`config.mk`:
```
export PLATFORM = sky130hd
export DESIGN_NAME = regfile_alu_sequencer_flat
export DESIGN_NICKNAME = d
export VERILOG_FILES = /design/src/rtl/regfile_alu_sequencer_pkg.sv /design/src/rtl/regfile_alu_sequencer_if.sv /design/src/rtl/regfile_alu_sequencer.sv /design/src/flat_wrapper.sv
export SDC_FILE = /design/constraint.sdc
export NUM_CORES = 1
export LEC_CHECK = 0
export CORE_ASPECT_RATIO = 1.75
export CORE_MARGIN = 2
export CORE_UTILIZATION = 38
export CTS_BUF_LIST = sky130_fd_sc_hd__clkbuf_8 sky130_fd_sc_hd__clkbuf_16
export CTS_CLUSTER_DIAMETER = 40
export DETAILED_ROUTE_END_ITERATION = 7
export HOLD_SLACK_MARGIN = 0.05
export PLACE_DENSITY = 0.76
export SETUP_SLACK_MARGIN = 0.5
export SYNTH_ARGS = -nofsm -noshare
export SYNTH_HDL_FRONTEND = slang
export SYNTH_SLANG_ARGS = --single-unit
```
`constraint.sdc`:
```
create_clock -name CLK -period 2.4 [get_ports CLK]
set_clock_uncertainty 0.15 [all_clocks]
set_input_delay 0.6 -clock CLK [delete_from_list [all_inputs] [get_ports CLK]]
set_output_delay 0.6 -clock CLK [all_outputs]
set_load 0.05 [all_outputs]
```
`src/rtl/regfile_alu_sequencer_pkg.sv`:
```
// Shared encodings for the regfile/ALU sequencer: FSM states and ALU opcodes.
package seq_pkg;
  typedef enum logic [1:0] {
    S_IDLE  = 2'd0,
    S_READ  = 2'd1,
    S_EXEC  = 2'd2,
    S_WRITE = 2'd3
  } state_t;

  localparam logic [1:0] ALU_ADD = 2'b00;
  localparam logic [1:0] ALU_SUB = 2'b01;
  localparam logic [1:0] ALU_AND = 2'b10;
  localparam logic [1:0] ALU_OR  = 2'b11;
endpackage

```
`src/rtl/regfile_alu_sequencer_if.sv`:
```
// Instruction handshake, regfile/ALU ports and retire status of the sequencer.
interface regfile_alu_sequencer_if #(
    parameter int DATA_W = 32,
    parameter int ADDR_W = 5,
    parameter int CNT_W  = 16
);
    logic              instr_valid;
    logic              instr_ready;
    logic [1:0]        instr_op;
    logic [ADDR_W-1:0] instr_rd;
    logic [ADDR_W-1:0] instr_rs1;
    logic [ADDR_W-1:0] instr_rs2;
    logic [ADDR_W-1:0] A1_rf;
    logic [ADDR_W-1:0] A2_rf;
    logic [DATA_W-1:0] RD1_rf;
    logic [DATA_W-1:0] RD2_rf;
    logic              WE3_rf;
    logic [ADDR_W-1:0] A3_rf;
    logic [DATA_W-1:0] WD3_rf;
    logic [1:0]        opcode_alu;
    logic [DATA_W-1:0] inputA_alu;
    logic [DATA_W-1:0] inputB_alu;
    logic [DATA_W-1:0] result_alu;
    logic              done;
    logic [DATA_W-1:0] done_result;
    logic [CNT_W-1:0]  retired_cnt;

    // Sequencer side
    modport master (
        input  instr_valid, instr_op, instr_rd, instr_rs1, instr_rs2,
        input  RD1_rf, RD2_rf, result_alu,
        output instr_ready, A1_rf, A2_rf, WE3_rf, A3_rf, WD3_rf,
        output opcode_alu, inputA_alu, inputB_alu,
        output done, done_result, retired_cnt
    );

    // Instruction source / regfile / ALU side
    modport slave (
        output instr_valid, instr_op, instr_rd, instr_rs1, instr_rs2,
        output RD1_rf, RD2_rf, result_alu,
        input  instr_ready, A1_rf, A2_rf, WE3_rf, A3_rf, WD3_rf,
        input  opcode_alu, inputA_alu, inputB_alu,
        input  done, done_result, retired_cnt
    );
endinterface

```
`src/rtl/regfile_alu_sequencer.sv`:
```
// Four-cycle IDLE/READ/EXEC/WRITE sequencer driving an external regfile and ALU.
// Optional SEQ_R0_ZERO_EN: register 0 reads as hardwired zero, writes to it are suppressed.
module regfile_alu_sequencer #(
    parameter int DATA_W = 32,
    parameter int ADDR_W = 5,
    parameter int CNT_W  = 16
) (
    input logic                     CLK,
    input logic                     RST,
    regfile_alu_sequencer_if.master bus
);
    import seq_pkg::*;

    state_t            state, state_nxt;
    logic [1:0]        op_q;
    logic [ADDR_W-1:0] rd_q, rs1_q, rs2_q;
    logic [DATA_W-1:0] opa_q, opb_q, res_q, done_result_q, wb_data;
    logic [CNT_W-1:0]  retired_q;
    logic              wb_en;

`ifdef SEQ_R0_ZERO_EN
    assign wb_en = (rd_q != '0);
`else
    assign wb_en = 1'b1;
`endif
    // A suppressed x0 write still retires, reporting zero as its value.
    assign wb_data = wb_en ? res_q : '0;

    always_ff @(posedge CLK) begin
        if (RST) state <= S_IDLE;
        else     state <= state_nxt;
    end

    always_comb begin
        state_nxt = state;
        case (state)
            S_IDLE:  if (bus.instr_valid) state_nxt = S_READ;
            S_READ:  state_nxt = S_EXEC;
            S_EXEC:  state_nxt = S_WRITE;
            S_WRITE: state_nxt = S_IDLE;
            default: state_nxt = S_IDLE;
        endcase
    end

    always_comb begin
        bus.instr_ready = 1'b0;
        bus.A1_rf       = '0;
        bus.A2_rf       = '0;
        bus.WE3_rf      = 1'b0;
        bus.A3_rf       = '0;
        bus.WD3_rf      = '0;
        bus.opcode_alu  = '0;
        bus.inputA_alu  = '0;
        bus.inputB_alu  = '0;
        bus.done        = 1'b0;
        case (state)
            S_IDLE: bus.instr_ready = 1'b1;
            S_READ: begin
                bus.A1_rf = rs1_q;
                bus.A2_rf = rs2_q;
            end
            S_EXEC: begin
                bus.opcode_alu = op_q;
                bus.inputA_alu = opa_q;
                bus.inputB_alu = opb_q;
            end
            S_WRITE: begin
                // Reset landing on the write cycle drops the instruction entirely.
                bus.WE3_rf = wb_en && !RST;
                bus.A3_rf  = rd_q;
                bus.WD3_rf = wb_data;
                bus.done   = !RST;
            end
            default: ;
        endcase
    end

    always_ff @(posedge CLK) begin
        if (RST) begin
            op_q          <= '0;
            rd_q          <= '0;
            rs1_q         <= '0;
            rs2_q         <= '0;
            opa_q         <= '0;
            opb_q         <= '0;
            res_q         <= '0;
            done_result_q <= '0;
            retired_q     <= '0;
        end else begin
            case (state)
                S_IDLE: if (bus.instr_valid) begin
                    op_q  <= bus.instr_op;
                    rd_q  <= bus.instr_rd;
                    rs1_q <= bus.instr_rs1;
                    rs2_q <= bus.instr_rs2;
                end
                S_READ: begin
                    opa_q <= bus.RD1_rf;
                    opb_q <= bus.RD2_rf;
                end
                S_EXEC:  res_q <= bus.result_alu;
                S_WRITE: begin
                    done_result_q <= wb_data;
                    retired_q     <= retired_q + CNT_W'(1);
                end
                default: ;
            endcase
        end
    end

    assign bus.done_result = done_result_q;
    assign bus.retired_cnt = retired_q;
endmodule

```
`src/flat_wrapper.sv`:
```
// flat-port wrapper written by rule: the top's interface ports become plain ports
module regfile_alu_sequencer_flat import seq_pkg::*;
#(
    parameter int DATA_W = 32,
    parameter int ADDR_W = 5,
    parameter int CNT_W  = 16
)
  (CLK, RST, bus_instr_valid, bus_instr_op, bus_instr_rd, bus_instr_rs1, bus_instr_rs2, bus_RD1_rf, bus_RD2_rf, bus_result_alu, bus_instr_ready, bus_A1_rf, bus_A2_rf, bus_WE3_rf, bus_A3_rf, bus_WD3_rf, bus_opcode_alu, bus_inputA_alu, bus_inputB_alu, bus_done, bus_done_result, bus_retired_cnt);
  regfile_alu_sequencer_if #(.DATA_W(DATA_W), .ADDR_W(ADDR_W), .CNT_W(CNT_W)) bus_i ();
  input logic CLK;
  input logic RST;
  input wire logic [$bits(bus_i.instr_valid)-1:0] bus_instr_valid;
  input wire logic [$bits(bus_i.instr_op)-1:0] bus_instr_op;
  input wire logic [$bits(bus_i.instr_rd)-1:0] bus_instr_rd;
  input wire logic [$bits(bus_i.instr_rs1)-1:0] bus_instr_rs1;
  input wire logic [$bits(bus_i.instr_rs2)-1:0] bus_instr_rs2;
  input wire logic [$bits(bus_i.RD1_rf)-1:0] bus_RD1_rf;
  input wire logic [$bits(bus_i.RD2_rf)-1:0] bus_RD2_rf;
  input wire logic [$bits(bus_i.result_alu)-1:0] bus_result_alu;
  output wire logic [$bits(bus_i.instr_ready)-1:0] bus_instr_ready;
  output wire logic [$bits(bus_i.A1_rf)-1:0] bus_A1_rf;
  output wire logic [$bits(bus_i.A2_rf)-1:0] bus_A2_rf;
  output wire logic [$bits(bus_i.WE3_rf)-1:0] bus_WE3_rf;
  output wire logic [$bits(bus_i.A3_rf)-1:0] bus_A3_rf;
  output wire logic [$bits(bus_i.WD3_rf)-1:0] bus_WD3_rf;
  output wire logic [$bits(bus_i.opcode_alu)-1:0] bus_opcode_alu;
  output wire logic [$bits(bus_i.inputA_alu)-1:0] bus_inputA_alu;
  output wire logic [$bits(bus_i.inputB_alu)-1:0] bus_inputB_alu;
  output wire logic [$bits(bus_i.done)-1:0] bus_done;
  output wire logic [$bits(bus_i.done_result)-1:0] bus_done_result;
  output wire logic [$bits(bus_i.retired_cnt)-1:0] bus_retired_cnt;
  assign bus_i.instr_valid = bus_instr_valid;
  assign bus_i.instr_op = bus_instr_op;
  assign bus_i.instr_rd = bus_instr_rd;
  assign bus_i.instr_rs1 = bus_instr_rs1;
  assign bus_i.instr_rs2 = bus_instr_rs2;
  assign bus_i.RD1_rf = bus_RD1_rf;
  assign bus_i.RD2_rf = bus_RD2_rf;
  assign bus_i.result_alu = bus_result_alu;
  assign bus_instr_ready = bus_i.instr_ready;
  assign bus_A1_rf = bus_i.A1_rf;
  assign bus_A2_rf = bus_i.A2_rf;
  assign bus_WE3_rf = bus_i.WE3_rf;
  assign bus_A3_rf = bus_i.A3_rf;
  assign bus_WD3_rf = bus_i.WD3_rf;
  assign bus_opcode_alu = bus_i.opcode_alu;
  assign bus_inputA_alu = bus_i.inputA_alu;
  assign bus_inputB_alu = bus_i.inputB_alu;
  assign bus_done = bus_i.done;
  assign bus_done_result = bus_i.done_result;
  assign bus_retired_cnt = bus_i.retired_cnt;
  regfile_alu_sequencer #(.DATA_W(DATA_W), .ADDR_W(ADDR_W), .CNT_W(CNT_W)) u_core (.CLK(CLK), .RST(RST), .bus(bus_i));
endmodule
```
==> flow_summary.ini <==
[outcome]
status = finished, final reports clean

[floorplan]
start_util_pct = 38.6
die_height_um = 177
top_level_ports = 280
die_w_um = 103
rows = 63
fp.coreArea_um2 = 16800
dieArea_um2 = 18100

[timing]
worstMarginPinSlew_ns = 0.603
hold_slack_ns = 0.305
fin_crit_sh_pct = 97.7
finalSetupViolations = 0
slew_viol_final = 0
hold_viol = 0
timing.fmax_ghz = 0.426
rsz0062_at_grt = true
relSlewSlack_pct = 59.7
period_needed_ns = 2.35

[synthesis]
synthesis.area_um2 = 6480
synth_seq_cells = 163
ys_types = 31
yosys_warnings = 0
syn_nets = 831
synth_seq_area_share_pct = 50.4
avgSynthCellArea_um2 = 9.14
netlist_instances = 709

[worst_setup_path]
end_kind = output pin
crit_path_max_fanout = 8
r2r.worst_path.cells = 9
critPathArrivalTime_ns = 1.60
critPathKind = reg -> out
cp.required_ns = 1.65
start_kind = register

[global_route]
grt_pass1_wl_mm = 31.4
grt_use_total_pct = 22.3
gr-total-overflow = 0
grt_pass1_vias = 5908
grt_max_degree = 101
grt_antenna_before_repair = 0

[placement]
port_buffers = 279
gp_congestion = 0.803
dp_hpwl_mm = 14.3

[worst_hold_path]
min_path_type = reg -> reg
min_path_cells = 2

[detailed_routing]
routed_wl_mm = 21.6
vias = 5983
dr.pass1.iters = 4
antenna_left = 0
drc = 0
wl_per_cell_um = 17.1
drt_iter0_drc = 168
vias_per_cell = 4.75

[clocking]
htreeDepth = 4
cts_buffers = 17
cts_buffer_depth = 2
cts_tree = built
cts.reportedPaths.clkPinSlew_ns = 0.07
clock-root-buffer = clkbuf_16
insertion_delay_ns = 0.41
cts.sinks = 163

[flow_run]
cap_violations = 0

[pwr]
power_per_cell_area_nw_per_um2 = 798
ir_worst_vdd_mv = 0.623
leakage_nw = 4.97
power.total_mw = 9.66

[layout]
antennaDiodeCount = 0
drive_gt1_share_pct = 39.4
fillers = 1178
fin_nets = 1142
area_growth_pct = 86.9
path summary, 6_finish.rpt:
check	from	to	slack [ns]
setup / recovery	u_core.state[0]	bus_inputB_alu[30]	0.05
hold / removal	u_core.op_q[1]	u_core.op_q[1]	0.30
setup reg to reg	u_core.state[1]	u_core.bus.retired_cnt[14]	0.25
hold reg to reg	u_core.op_q[1]	u_core.op_q[1]	0.30
report_power, final:
| part | switching, mW | leakage (nW) | total, mW | internal (mW) |
|---|---|---|---|---|
| sequential | 0.233 | 1.34 | 3.35 | 3.12 |
| combinational | 1.78 | 3.34 | 3.60 | 1.82 |
| clock | 1.21 | 0.294 | 2.71 | 1.50 |
registers in the layout, summed over array words and instances, names as in the netlist:
register and flops:
u_core.rd_q 5, u_core.state 2, u_core.rs2_q 5, u_core.opa_q 32, u_core.op_q 2, u_core.res_q 32, u_core.opb_q 32, u_core.rs1_q 5
u_core.bus.retired_cnt 16, u_core.bus.done_result 32
routing by layer:
| metal | part of all wire (%) | vias up | wire (µm) | global-route usage [%] |
|---|---|---|---|---|
| met1 | 35 | 2829 | 7660 | 23.3 |
| met3 | 4.8 | 36 | 1030 | 4.74 |
| li1 | - | 2932 | - | - |
| met2 | 56 | 186 | 12200 | 42.0 |
| met5 | 0 | - | 0 | 0 |
| met4 | 3.4 | 0 | 724 | 9.06 |
kinds of logic after synthesis:
| kind of cell | after synthesis | share of synthesized area, % |
|---|---|---|
| DFF | 163 | 50.4 |
| muxes | 98 | 15.1 |
| buffers and inverters | 56 | 3.30 |
| and+or+nand+nor | 315 | 23.8 |
| AOI/OAI and AO/OA | 62 | 5.02 |
| xor gates and xnor gates | 9 | 1.22 |
| adders and majority gates | 6 | 1.16 |
placed cells by master, fill, tap and decap left out, types with 4 or more instances in the layout:
cell	count
buf_2	39
inv_1	6
mux2i_1	98
clkdlybuf4s18_2	4
nand2_1	39
xnor2_1	5
dfxtp_2	10
buf_4	33
buf_6	14
nor2_1	141
buf_12	123
dfxtp_4	6
and2_2	11
dfxtp_1	147
clkdlybuf4s50_1	114
a21oi_1	51
clkdlybuf4s15_2	4
inv_6	7
ha_4	4
buf_16	5
clkbuf_16	20
and2_4	102
xor2_1	4
critical path, cell delays in order (launching register included):
cell and delay, ns:
dfxtp_4 0.37, inv_4 0.04, ha_4 0.19, buf_12 0.14
clkbuf_16 0.15, and2_4 0.14, buf_12 0.14
through the flow:
step / setup TNS, ns / cell area (µm²) / instances / setup slack (ns) / utilization, %
final: 0 / 12100 / 1260 / 0.0546 / 72.1
after global routing: -0.0481 / 12100 / 1260 / -0.0155 / 72.1
after CTS: 0 / 12000 / 1245 / 0.0334 / 71.2
after detailed placement: 0 / 11000 / 1180 / 0.211 / 65.5
after global placement: 0 / 11000 / 1180 / 0.290 / 65.5
after floorplan: 0 / 6850 / 709 / 0.272 / -
cell type report:
type / instances / area (µm²) / share of cell area, %
clock buffer: 18 / 439 / 3.63
multi-input combinational: 490 / 3380 / 27.9
timing repair buffer: 341 / 4530 / 37.4
tap: 227 / 284 / 2.35
sequential: 163 / 3300 / 27.2
inverter: 7 / 33.8 / 0.279
clock inverter: 14 / 143 / 1.18
synthesized netlist by cell type (all sizes together):
master	count	area [µm²]
mux2i	98	981
a311oi	1	8.76
inv	7	26.3
a21oi	54	270
dfxtp	163	3260
nor3b	1	7.51
nand4	4	40.0
a211oi	1	7.51
ha	6	75.1
nor3	2	10.0
and2	114	713
nor2b	1	6.26
o21ai	4	20.0
a31o	1	8.76
buf	16	63.8
nor4	1	6.26
a41o	1	10.0
or4	1	11.3
nor2	142	533
and3	1	6.26
nor4b	2	17.5
nand2b	1	6.26
nand2	39	146
or3	4	26.3
nand3	2	10.0
xor2	4	35.0
clkbuf	33	124
xnor2	5	43.8
what timing repair did:
item,4_1_cts,5_1_grt
resized for setup,251,48
endpoints found under the setup margin,179,212
cloned,4,4
hold buffers,0,0
buffers inserted,29,11
pin swaps,14,14
No activity file was read; power rests on OpenSTA's default activity.
